**config.mk**
```make
export PLATFORM = sky130hd
export DESIGN_NAME = uart_rx_byte
export DESIGN_NICKNAME = d
export VERILOG_FILES = /design/src/rtl/uart_rx_byte.sv
export SDC_FILE = /design/constraint.sdc
export NUM_CORES = 1
export LEC_CHECK = 0
export CORE_MARGIN = 8
export CORE_UTILIZATION = 56
export CTS_BUF_LIST = sky130_fd_sc_hd__clkbuf_16
export CTS_CLUSTER_DIAMETER = 120
export DETAILED_ROUTE_END_ITERATION = 8
export PLACE_DENSITY = 0.82
export SYNTH_ARGS = -nofsm -noshare
export SYNTH_HDL_FRONTEND = slang
export SYNTH_SLANG_ARGS = --single-unit
```
**constraint.sdc**
```tcl
create_clock -name clk -period 2.5 [get_ports clk]
set_clock_uncertainty 0.1 [all_clocks]
set_input_delay 0.375 -clock clk [delete_from_list [all_inputs] [get_ports clk]]
set_output_delay 0.375 -clock clk [all_outputs]
set_load 0.005 [all_outputs]
```
**src/rtl/uart_rx_byte.sv**
```systemverilog
// uart_rx_byte: 8N1 / 8E1 / 8O1 UART receiver feeding an 8-bit load register.
// A two-flop synchronizer conditions the raw line. A single FSM then samples
// mid-bit and emits a registered one-cycle strobe per outcome: load for a good
// frame, frame_err for a low stop bit, parity_err for a parity mismatch.
module uart_rx_byte #(
    parameter int CLKS_PER_BIT = 868,
    parameter int PARITY       = 0
) (
    input  logic       clk,
    input  logic       reset,
    input  logic       rx,
    output logic [7:0] data,
    output logic       load,
    output logic       busy,
    output logic       frame_err,
    output logic       parity_err
);

    localparam int            CW   = $clog2(CLKS_PER_BIT);
    localparam logic [CW-1:0] HALF = CW'(CLKS_PER_BIT / 2 - 1);
    localparam logic [CW-1:0] LAST = CW'(CLKS_PER_BIT - 1);

    typedef enum logic [2:0] {
        IDLE  = 3'd0,
        START = 3'd1,
        DATA  = 3'd2,
        PAR   = 3'd3,
        STOP  = 3'd4,
        BRK   = 3'd5
    } state_t;

    state_t        state_r;
    logic [CW-1:0] cnt_r;
    logic [2:0]    bit_idx_r;
    logic [7:0]    shift_r;
    logic          par_ok_r;
    logic          sync1_r;
    logic          sync2_r;
    logic [7:0]    data_r;
    logic          load_r;
    logic          busy_r;
    logic          frame_err_r;
    logic          parity_err_r;
    logic          rx_s;

    // Checks the received parity bit against the data byte for the configured mode.
    function automatic logic parity_ok(input logic [7:0] d, input logic p, input int mode);
        logic x;
        x = (^d) ^ p;
        if (mode == 1) begin
            parity_ok = (x == 1'b0);
        end else if (mode == 2) begin
            parity_ok = (x == 1'b1);
        end else begin
            parity_ok = 1'b1;
        end
    endfunction

    assign rx_s       = sync2_r;
    assign data       = data_r;
    assign load       = load_r;
    assign busy       = busy_r;
    assign frame_err  = frame_err_r;
    assign parity_err = parity_err_r;

    // Two-flop synchronizer for the asynchronous serial line; resets to the idle level.
    always_ff @(posedge clk or negedge reset) begin
        if (!reset) begin
            sync1_r <= 1'b1;
            sync2_r <= 1'b1;
        end else begin
            sync1_r <= rx;
            sync2_r <= sync1_r;
        end
    end

    // Receive FSM: start qualification, mid-bit sampling, parity/stop checks, break wait.
    always_ff @(posedge clk or negedge reset) begin
        if (!reset) begin
            state_r      <= IDLE;
            cnt_r        <= '0;
            bit_idx_r    <= 3'd0;
            shift_r      <= 8'h00;
            par_ok_r     <= 1'b1;
            data_r       <= 8'h00;
            load_r       <= 1'b0;
            busy_r       <= 1'b0;
            frame_err_r  <= 1'b0;
            parity_err_r <= 1'b0;
        end else begin
            load_r       <= 1'b0;
            frame_err_r  <= 1'b0;
            parity_err_r <= 1'b0;
            case (state_r)
                IDLE: begin
                    cnt_r <= '0;
                    if (rx_s == 1'b0) begin
                        state_r <= START;
                        busy_r  <= 1'b1;
                    end else begin
                        busy_r  <= 1'b0;
                    end
                end
                START: begin
                    if (cnt_r == HALF) begin
                        cnt_r <= '0;
                        if (rx_s == 1'b0) begin
                            state_r   <= DATA;
                            bit_idx_r <= 3'd0;
                            par_ok_r  <= 1'b1;
                        end else begin
                            // Start bit did not survive to mid-bit: treat as a glitch.
                            state_r <= IDLE;
                            busy_r  <= 1'b0;
                        end
                    end else begin
                        cnt_r <= cnt_r + CW'(1);
                    end
                end
                DATA: begin
                    if (cnt_r == LAST) begin
                        cnt_r     <= '0;
                        shift_r   <= {rx_s, shift_r[7:1]};
                        bit_idx_r <= bit_idx_r + 3'd1;
                        if (bit_idx_r == 3'd7) begin
                            state_r <= (PARITY != 0) ? PAR : STOP;
                        end else begin
                            state_r <= DATA;
                        end
                    end else begin
                        cnt_r <= cnt_r + CW'(1);
                    end
                end
                PAR: begin
                    if (cnt_r == LAST) begin
                        cnt_r    <= '0;
                        par_ok_r <= parity_ok(shift_r, rx_s, PARITY);
                        state_r  <= STOP;
                    end else begin
                        cnt_r <= cnt_r + CW'(1);
                    end
                end
                STOP: begin
                    if (cnt_r == LAST) begin
                        cnt_r <= '0;
                        if (rx_s == 1'b0) begin
                            // Framing error wins over parity; wait out a held-low line.
                            frame_err_r <= 1'b1;
                            state_r     <= BRK;
                        end else if (par_ok_r) begin
                            data_r  <= shift_r;
                            load_r  <= 1'b1;
                            state_r <= IDLE;
                            busy_r  <= 1'b0;
                        end else begin
                            parity_err_r <= 1'b1;
                            state_r      <= IDLE;
                            busy_r       <= 1'b0;
                        end
                    end else begin
                        cnt_r <= cnt_r + CW'(1);
                    end
                end
                BRK: begin
                    cnt_r <= '0;
                    if (rx_s == 1'b1) begin
                        state_r <= IDLE;
                        busy_r  <= 1'b0;
                    end else begin
                        state_r <= BRK;
                    end
                end
                default: begin
                    state_r <= IDLE;
                    cnt_r   <= '0;
                    busy_r  <= 1'b0;
                end
            endcase
        end
    end

endmodule
```
# After elaboration in Yosys (flattened, before gate mapping)
# Cells that the tools add are included.
# totals
wordCells	75
out_inout_bits	12
reg_bits	39
# op_classes
n_bitwise	1
mux	35
n_reduce_logical	11
addsub	2
eq_ne	14
# op_table
cell	count
$mux W3	10
$mux W10	2
$pmux W10 S2	1
$pmux W3 S6	1
$mux W1	17
$ne A2 B2 Y1 const B	6
$reduce_and A4 Y1	3
$add A10 B1 Y10 const B	1
$eq A10 B10 Y1 const B	1
$eq A10 B9 Y1 const B	1
$eq A3 B3 Y1 const B	3
$eq A3 B2 Y1 const B	2
$pmux W3 S2	1
$pmux W1 S5	1
$reduce_and A5 Y1	1
$reduce_bool A2 Y1	2
$add A3 B1 Y3 const B	1
$eq A3 B1 Y1 const B	1
$logic_not A3 Y1	1
$reduce_and A3 Y1	1
$reduce_or A3 Y1	1
$mux W2	1
$pmux W1 S2	1
$reduce_and A2 Y1	1
other kinds (2)	2

# Longest topological paths before layout
# Gate-level depths: netlist of the first run.
# depth
word_depth	4
mapped_depth	7

# Worst setup path after synthesis of the first run
# OpenSTA, ideal clock, no wires.
# synth_path
path_kind	reg-to-reg
from	register cnt_r[0]
to	register data_r[0], in the netlist data[0]
slack_ns	0.297
period_less_slack_ns	2.203
t_arrival_ns	1.977
setup_time_ns	0.125
stages_incl_launch_ff	7
required_time_ns	2.275
path_cell_list	dfrtp_1 > ha_1 > and4bb_2 > nand3_2 > or4_4 > buf_6 > mux2_4
# synth_via
elab_chain_cells	2
# synth_lines
item	line	rtl
start: declaration	33	logic [CW-1:0] cnt_r;
start signal: assignment	117	cnt_r <= cnt_r + CW'(1);
start signal: assignment	131	cnt_r <= cnt_r + CW'(1);
start signal: assignment	140	cnt_r <= cnt_r + CW'(1);
$eq A10 B10 Y1	144	if (cnt_r == LAST) begin
$reduce_and A4 Y1 (no line)	--	
end signal: assignment	151	data_r <= shift_r;
end: declaration	39	logic [7:0] data_r;
# No other way between the ends.
# A chain may end at the register's enable or synchronous reset.

# Final worst setup path of the first run
# layout_path
from	register cnt_r[0]
to	register data_r[6], in the netlist data[6]
# The elaborated chain is that of the path after synthesis.

==> flow_metrics.tcl, run 1 <==
set metrics [dict create \
    num_rows 20 \
    grt_pass1_wl_um 5954 \
    place_inst 202 \
    drc 0 \
    drive_gt1_share_pct 23.49 \
    die_w_um 72.25 \
    yosysTopAreaCell "dfrtp_1" \
    crit_buf_inv 0 \
    cellPowerDensity_nw_per_um2 581.1 \
    arrival_ns 2.42 \
    setup_viol 0 \
    ant_nets 0 \
    grt-ovfl-total 0 \
    drt_pass1_iterations 4 \
    yosysUniqueCellTypes 46 \
    crit_path_start_kind "flop" \
    hold_viol 0 \
    cp_cell_sequence "ha_1 > and4bb_2 > nand3_2 > or4_4 > mux2_4" \
    cts_setup_buffers 0 \
    pwr-share-clk_pct 48.8 \
    synth_commonest_cells "dfrtp_1 (35), nor3_1 (13), inv_1 (8), mux2_2 (8), mux2_4 (8)" \
    placed_cell_area_um2 1947 \
    holdCritStartpoint "sync1_r" \
    port_buffers 13 \
    async_flop_share_pct 100.0 \
    antenna_found_initial 0 \
    dp_hpwl_um 2534 \
    via_per_inst 5.781 \
    finalNonFillerCells 210 \
    met3WireLength_um 168 \
    synth_edf_count 0 \
    synth_nets 155 \
    fill_cells 223 \
    grt_pass1_vias 1257 \
    crit_family "simple AND/OR/NAND/NOR gates" \
    synth_area_um2 1772 \
    die-area_um2 5219 \
    highest_layer "met4" \
    ys_top_cells_by_area "dfrtp_1 (49%), mux2_4 (6.8%), mux2_2 (5.1%)" \
    numCtsBuffers 5 \
    postLayoutCellArea_um2 2090 \
    nNetsFinal 172 \
    status "complete, no violations" \
    combPwrFrac_pct 1.5 \
    yosysMostFrequentCell "dfrtp_1" \
    insertion_delay_ns 0.28 \
    p_leak_nw 0.9560 \
    fin_crit_ns 2.362 \
    core-area_um2 3028 \
    seq_power_share_pct 49.7 \
    crit_slowest_cell "or4_4" \
    diodes 0 \
    grt_max_degree 38 \
    route.met2.wl_um 1786 \
    area.sequential_um2 928.4 \
    synth_top_area_share_pct 49.44 \
    worstPathMaxFanout 8 \
    rsz0062_at_grt "false" \
    seq_area_frac_synth_pct 52.40 \
    synth_warnings 0 \
    fin_crit_sh_pct 94.49 \
    vias 1214 \
    ios 15 \
    path_clk_slew_ns 0.05 \
    required_ns 2.56 \
    tns_ns 0 \
    syn_area_per_cell_um2 11.97 \
    path_class "reg2reg" \
    clock.fmax_ghz 0.4233 \
    cts_buffer_depth 2 \
    maxCapViolCount 0 \
    synthCells 148 \
    h-tree-depth 2 \
    cts_tree "built" \
    place_congestion 0.9097 \
    slew_viol_final 0 \
    p_int_mw 0.9716 \
    die-height_um 72.25 \
    clkSinkCount 37 \
    m1WireLength_um 1478 \
    synth-seq-cells 37 \
    cts_root_buf "clkbuf_16" \
    worstHoldPathType "reg2reg" \
    whs_ns 0.2596 \
    drt_iter0_drc 116 \
    ir_drop_v 0.0003814 \
    syn_to_final_growth_pct 17.94 \
    total_power_mw 1.214 \
    switching_share_pct 19.98 \
    grt_usage_pct 15.04 \
    hold_buffers 0 \
    routed_wl_um 3478 \
    power_switching_mw 0.2427 \
    multiInputGateArea_um2 773.2 \
    startpoint "cnt_r[0]" \
    ys.flop_type "dfrtp_1" \
    start_util_pct 58.51 \
    rr_startpoint "cnt_r[0]" \
    worst_path_largest_cell_delay_ns 0.61 \
    cts_resized 0 \
    end_kind "flop" \
    wl_per_cell_um 16.56 \
]
-- kinds of logic after synthesis --
| logic type | Yosys count | synth area share (%) |
|---|---|---|
| adders and majority gates | 4 | 2.825 |
| and+or+nand+nor | 51 | 18.01 |
| other | 1 | 0.2117 |
| xor gates and xnor gates | 8 | 3.954 |
| buffers and inverters | 15 | 3.955 |
| AOI/OAI and AO/OA | 15 | 6.216 |
| DFF | 37 | 52.40 |
| muxes | 17 | 12.43 |
-- power by group through the flow --
stage	Sequential, mW	Combinational, mW	Clock [mW]
after global placement	0.614	0.0178	0
final	0.604	0.0183	0.592
after CTS	0.603	0.0186	0.607
after floorplan	0.614	0.00361	0
after detailed placement	0.614	0.0186	0
after global routing	0.603	0.0215	0.633
-- through the flow --
step | utilization [%] | worst slack [ns]
after floorplan | - | 0.2975
after global placement | 64.30 | 0.2466
after detailed placement | 64.30 | 0.1607
after CTS | 69.01 | 0.1509
after global routing | 69.01 | 0.04903
final | 69.01 | 0.1378
-- cell type report --
| cell class | count | share of cell area (%) |
|---|---|---|
| Sequential cell | 37 | 44.43 |
| Multi-Input combinational cell | 96 | 37.01 |
| Timing Repair Buffer | 17 | 7.665 |
| Clock buffer | 5 | 5.988 |
| Tap cell | 44 | 2.635 |
| Inverter | 8 | 1.437 |
| Clock inverter | 3 | 0.8383 |
-- cells in the final DEF (no fill, tap or decap), types with 4 or more instances in the layout --
master / n
buf_4: 4
clkbuf_16: 5
clkdlybuf4s50_1: 13
dfrtp_1: 35
ha_1: 4
inv_1: 8
mux2_2: 8
mux2_4: 8
nand2_1: 4
nand3_1: 7
nand4_1: 7
nor2_1: 4
nor3_1: 13
xnor2_1: 4
xor2_1: 4
-- path summary, 6_finish.rpt --
check | endpoint | slack [ns] | cells after the start
hold / removal | rx_s | 0.26 | 0
min in group asynchronous | load | 0.42 | 2
max in group asynchronous | rx_s | 1.54 | 2
hold reg to reg | rx_s | 0.26 | 0
setup reg to reg | data[6] | 0.14 | 5
setup / recovery | data[6] | 0.14 | 5
-- registers in the layout, summed over array words and instances, names as in the netlist, 3 cells and up --
register,count
shift_r,8
cnt_r,10
bit_idx_r,3
state_r,3
data,8
-- layer usage --
metal	vias to the layer above	global-route usage [%]
met2	37	24.27
met4	0	7.710
li1	572	-
met3	4	5.923
met1	601	16.75
met5	-	0
Power figures use the tool's default switching activity.
==> inputs of run 2 (changes only) <==
--- a/config.mk
+++ b/config.mk
@@ -5,12 +5,15 @@
 export SDC_FILE = /design/constraint.sdc
 export NUM_CORES = 1
 export LEC_CHECK = 0
+export CELL_PAD_IN_SITES_DETAIL_PLACEMENT = 2
+export CELL_PAD_IN_SITES_GLOBAL_PLACEMENT = 2
 export CORE_MARGIN = 8
-export CORE_UTILIZATION = 56
+export CORE_UTILIZATION = 38
 export CTS_BUF_LIST = sky130_fd_sc_hd__clkbuf_16
 export CTS_CLUSTER_DIAMETER = 120
 export DETAILED_ROUTE_END_ITERATION = 8
-export PLACE_DENSITY = 0.82
+export PLACE_DENSITY = 0.81
+export SETUP_SLACK_MARGIN = 0.3
 export SYNTH_ARGS = -nofsm -noshare
 export SYNTH_HDL_FRONTEND = slang
 export SYNTH_SLANG_ARGS = --single-unit
==> flow_metrics.tcl, run 2 (synthesis results as in run 1) <==
set metrics [dict create \
    status "complete, no violations" \
    rsz0062_at_grt "false" \
    via_per_inst 5.610 \
    ir_drop_v 0.0002860 \
    grt_usage_pct 13.87 \
    die-area_um2 7103 \
    setup_viol 0 \
    core-area_um2 4598 \
    worstPathMaxFanout 8 \
    finalNonFillerCells 223 \
    drc 0 \
    antenna_found_initial 0 \
    r2r_cells 4 \
    grtUsageMet2_pct 23.96 \
    arrival_ns 2.23 \
    drt_pass1_iterations 4 \
    fin_crit_ns 2.166 \
    whs_ns 0.2576 \
    worstHoldPathType "reg2reg" \
    place_congestion 0.8084 \
    maxCapViolCount 0 \
    hold_buffers 0 \
    hold_viol 0 \
    utilization_pct 47.37 \
    use_met3_pct 3.775 \
    end_kind "flop" \
    diodes 0 \
    wl_per_cell_um 21.38 \
    hold_depth 0 \
    worstMarginPinSlew_ns 0.5261 \
    cts_tree "built" \
    grt-ovfl-total 0 \
    cts_buffer_depth 2 \
    grt_pass1_vias 1424 \
    die-height_um 84.28 \
    h-tree-depth 2 \
    grt_max_degree 38 \
    cellPowerDensity_nw_per_um2 578.8 \
    vias 1251 \
    tns_ns 0 \
    required_ns 2.56 \
    area.sequential_um2 930.9 \
    insertion_delay_ns 0.28 \
    fill_cells 453 \
    busiest_layer "met2" \
    dp_hpwl_um 3206 \
    drt_iter0_drc 43 \
    clkSinkCount 37 \
    nNetsFinal 175 \
    numCtsBuffers 5 \
    fin_crit_sh_pct 86.65 \
    syn_to_final_growth_pct 22.95 \
    drive_gt1_share_pct 28.99 \
    p_leak_nw 0.9687 \
    ant_nets 0 \
    die_w_um 84.28 \
    final_cell_mix "dfrtp_1 (33), nor3_1 (13), clkdlybuf4s50_1 (13)" \
    clock.fmax_ghz 0.4616 \
    path_clk_slew_ns 0.06 \
    final_common_cell "dfrtp_1" \
    path_class "reg2reg" \
    multiInputGateArea_um2 817.0 \
    largest_reg_flops 10 \
    slew_viol_final 0 \
    ios 15 \
    start_util_pct 38.53 \
    place_inst 212 \
    crit_path_start_kind "flop" \
    port_buffers 13 \
    routed_wl_um 4768 \
    maxSlewHeadroom_pct 64.93 \
    num_rows 25 \
    cts_root_buf "clkbuf_16" \
    grtUsageMet1_pct 16.70 \
    top_register "cnt_r" \
    grt_pass1_wl_um 7928 \
]
## run 2: changes by cell type in the layout (fill, tap and decap cells not counted), sizes merged
cell / before / now
inv: 8 / 10
buf: 4 / 7
clkinv: 2 / 0
## run 2: stage by stage
| step | area, um^2 | total power [mW] | setup slack (ns) |
|---|---|---|---|
| global route | 2178 | 1.302 | 0.3002 |
| CTS | 2133 | 1.282 | 0.3075 |
| floorplan | 1774 | 0.6172 | 0.3216 |
| global placement | 1962 | 0.6325 | 0.2656 |
| finish | 2178 | 1.261 | 0.3337 |
| detailed placement | 1962 | 0.6339 | 0.1352 |
## run 2: worst max-delay path, stage by stage, from the launching register on
cell	delay [ns]
dfrtp_1	0.47
and4bb_4	0.41
nand3_4	0.11
or4_4	0.61
mux2_4	0.35
## run 2: repair_timing
| item | CTS | global route |
|---|---|---|
| resized for setup | 4 | 5 |
| setup buffers | 0 | 3 |
| endpoints found under the setup margin | 21 | 21 |
| cloned | 0 | 0 |
| pin swaps | 1 | 4 |
## run 2: cell type report
cell class | count | share of cell area (%)
tap | 54 | 3.102
sequential | 37 | 42.73
multi-input combinational | 96 | 37.51
clock inverter | 3 | 1.149
clock buffer | 5 | 5.744
timing repair buffer | 20 | 8.386
inverter | 8 | 1.379
## run 2: path summary, 6_finish.rpt
kind | startpoint | end | slack [ns]
setup reg to reg | cnt_r[7] | data[3] | 0.33
hold reg to reg | sync1_r | rx_s | 0.26
min in group asynchronous | reset | busy | 0.43
setup / recovery | cnt_r[7] | data[3] | 0.33
hold / removal | sync1_r | rx_s | 0.26
max in group asynchronous | reset | cnt_r[0] | 1.49
## run 2: power breakdown
part / internal (mW) / switching (mW) / total [mW]
Combinational: 0.00467 / 0.0149 / 0.0195
Sequential: 0.602 / 0.00167 / 0.604
Clock: 0.376 / 0.262 / 0.638
Total: 0.983 / 0.278 / 1.26
## run 2: per-layer routing
metal	routed length [um]	share of wire (%)
met5	0	0
met2	2499	52
met1	2075	44
met4	69	1.4
met3	124	2.6
==> inputs of run 3 (changes only) <==
--- a/config.mk
+++ b/config.mk
@@ -14,6 +14,7 @@
 export DETAILED_ROUTE_END_ITERATION = 8
 export PLACE_DENSITY = 0.81
 export SETUP_SLACK_MARGIN = 0.3
+export SLEW_MARGIN = 40
 export SYNTH_ARGS = -nofsm -noshare
 export SYNTH_HDL_FRONTEND = slang
 export SYNTH_SLANG_ARGS = --single-unit
==> flow_metrics.tcl, run 3 (synthesis results as in run 1) <==
set metrics [dict create \
    status "complete, no violations" \
    crit_slowest_cell "or4_4" \
    place_congestion 0.8084 \
    seq_power_share_pct 47.9 \
    path_clk_slew_ns 0.06 \
    grt-ovfl-total 0 \
    numCtsBuffers 5 \
    dp_hpwl_um 3206 \
    worstMarginPinSlew_ns 0.5185 \
    fin_crit_ns 2.167 \
    slew_viol_final 0 \
    whs_ns 0.2576 \
    drt_pass1_iterations 4 \
    rsz0062_at_grt "true" \
    tns_ns 0 \
    top_register "cnt_r" \
    cts_root_buf "clkbuf_16" \
    maxSlewHeadroom_pct 65.43 \
    grt_pass1_wl_um 7928 \
    maxCapViolCount 0 \
    worstPathMaxFanout 8 \
    cts_tree "built" \
    final_common_cell "dfrtp_1" \
    start_util_pct 38.53 \
    die_w_um 84.28 \
    switching_share_pct 22.05 \
    worst_path_largest_cell_delay_ns 0.61 \
    cellPowerDensity_nw_per_um2 578.7 \
    drt_iter0_drc 59 \
    path_class "reg2reg" \
    finalWorstSetupSlack_ns 0.3328 \
    fill_cells 455 \
    ant_nets 0 \
    core-area_um2 4598 \
    via_per_inst 5.565 \
    insertion_delay_ns 0.28 \
    largest_reg_flops 10 \
    antenna_found_initial 0 \
    h-tree-depth 2 \
    die-area_um2 7103 \
    place_ws_ns 0.1352 \
    end_kind "flop" \
    syn_to_final_growth_pct 22.95 \
    clock.fmax_ghz 0.4614 \
    setup_viol 0 \
    hold_buffers 0 \
    clkSinkCount 37 \
    ir_drop_v 0.0002859 \
    cts_buffer_depth 2 \
    worstHoldPathType "reg2reg" \
    routed_wl_um 4760 \
    fin_crit_sh_pct 86.69 \
    drive_gt1_share_pct 28.99 \
    required_ns 2.57 \
    grt_max_degree 38 \
    power_switching_mw 0.2779 \
    num_rows 25 \
    wl_per_cell_um 21.35 \
    arrival_ns 2.23 \
    nNetsFinal 175 \
    crit_family "simple AND/OR/NAND/NOR gates" \
    combPwrFrac_pct 1.5 \
    grt_usage_pct 13.87 \
    cp_cell_sequence "and4bb_4 > nand3_4 > or4_4 > mux2_4" \
    port_buffers 13 \
    drc 0 \
    diodes 0 \
    die-height_um 84.28 \
    p_leak_nw 0.9687 \
    vias 1241 \
    p_int_mw 0.9826 \
    crit_buf_inv 0 \
    ios 15 \
    final_cell_mix "dfrtp_1 (33), nor3_1 (13), clkdlybuf4s50_1 (13)" \
    grt_pass1_vias 1424 \
    crit_path_start_kind "flop" \
    hold_viol 0 \
    pwr-share-clk_pct 50.6 \
]
[run 3: cell counts in the layout (fill, tap and decap cells not counted)]
No cell type changed its count.
[run 3: worst reg2reg max path, cell delays in order (launching register included)]
cell and delay [ns]:
dfrtp_1 0.47, and4bb_4 0.41, nand3_4 0.11, or4_4 0.61, mux2_4 0.35
[run 3: worst paths after layout]
check	start	end	slack (ns)	cells after the start
setup / recovery	cnt_r[7]	data[3]	0.33	4
max in group asynchronous	reset	cnt_r[0]	1.50	2
hold reg to reg	sync1_r	rx_s	0.26	0
hold / removal	sync1_r	rx_s	0.26	0
min in group asynchronous	reset	busy	0.43	2
setup reg to reg	cnt_r[7]	data[3]	0.33	4
[run 3: timing repair]
| item | in CTS | in global routing |
|---|---|---|
| pin swaps | 1 | 3 |
| setup buffers | 0 | 3 |
| endpoints found under the setup margin | 21 | 14 |
| gates resized for setup | 4 | 4 |
[run 3: cell type report]
| cell class | instances | area, um^2 | share of cell area, % |
|---|---|---|---|
| timing repair buffer | 20 | 182.7 | 8.386 |
| tap | 54 | 67.56 | 3.102 |
| inverter | 8 | 30.03 | 1.379 |
| clock buffer | 5 | 125.1 | 5.744 |
| multi-input combinational | 96 | 817.0 | 37.51 |
| clock inverter | 3 | 25.02 | 1.149 |
| sequential | 37 | 930.9 | 42.73 |
[run 3: through the flow]
| step | total power, mW | cell area [um^2] | util (%) | cells |
|---|---|---|---|---|
| 2_1_floorplan | 0.6172 | 1774 | - | 148 |
| 3_3_place_gp | 0.6325 | 1962 | 42.67 | 212 |
| 3_5_place_dp | 0.6339 | 1962 | 42.67 | 212 |
| 4_1_cts | 1.282 | 2133 | 46.39 | 220 |
| 5_1_grt | 1.302 | 2178 | 47.37 | 223 |
| 6_report | 1.261 | 2178 | 47.37 | 223 |
[run 3: power groups by stage]
stage               Sequential (mW)  Combinational, mW  Clock (mW)
finish                        0.604             0.0195       0.638
global route                  0.603             0.0221       0.677
CTS                           0.603             0.0199       0.659
detailed placement            0.614             0.0196           0
global placement              0.614             0.0185           0
floorplan                     0.614            0.00361           0
[run 3: routing by layer]
| metal | wire [um] | global-route usage (%) | vias up |
|---|---|---|---|
| met5 | 0 | 0 | - |
| met4 | 70 | 2.826 | 0 |
| met3 | 143 | 3.775 | 8 |
| met2 | 2489 | 23.96 | 16 |
| met1 | 2056 | 16.70 | 640 |
| li1 | - | - | 577 |
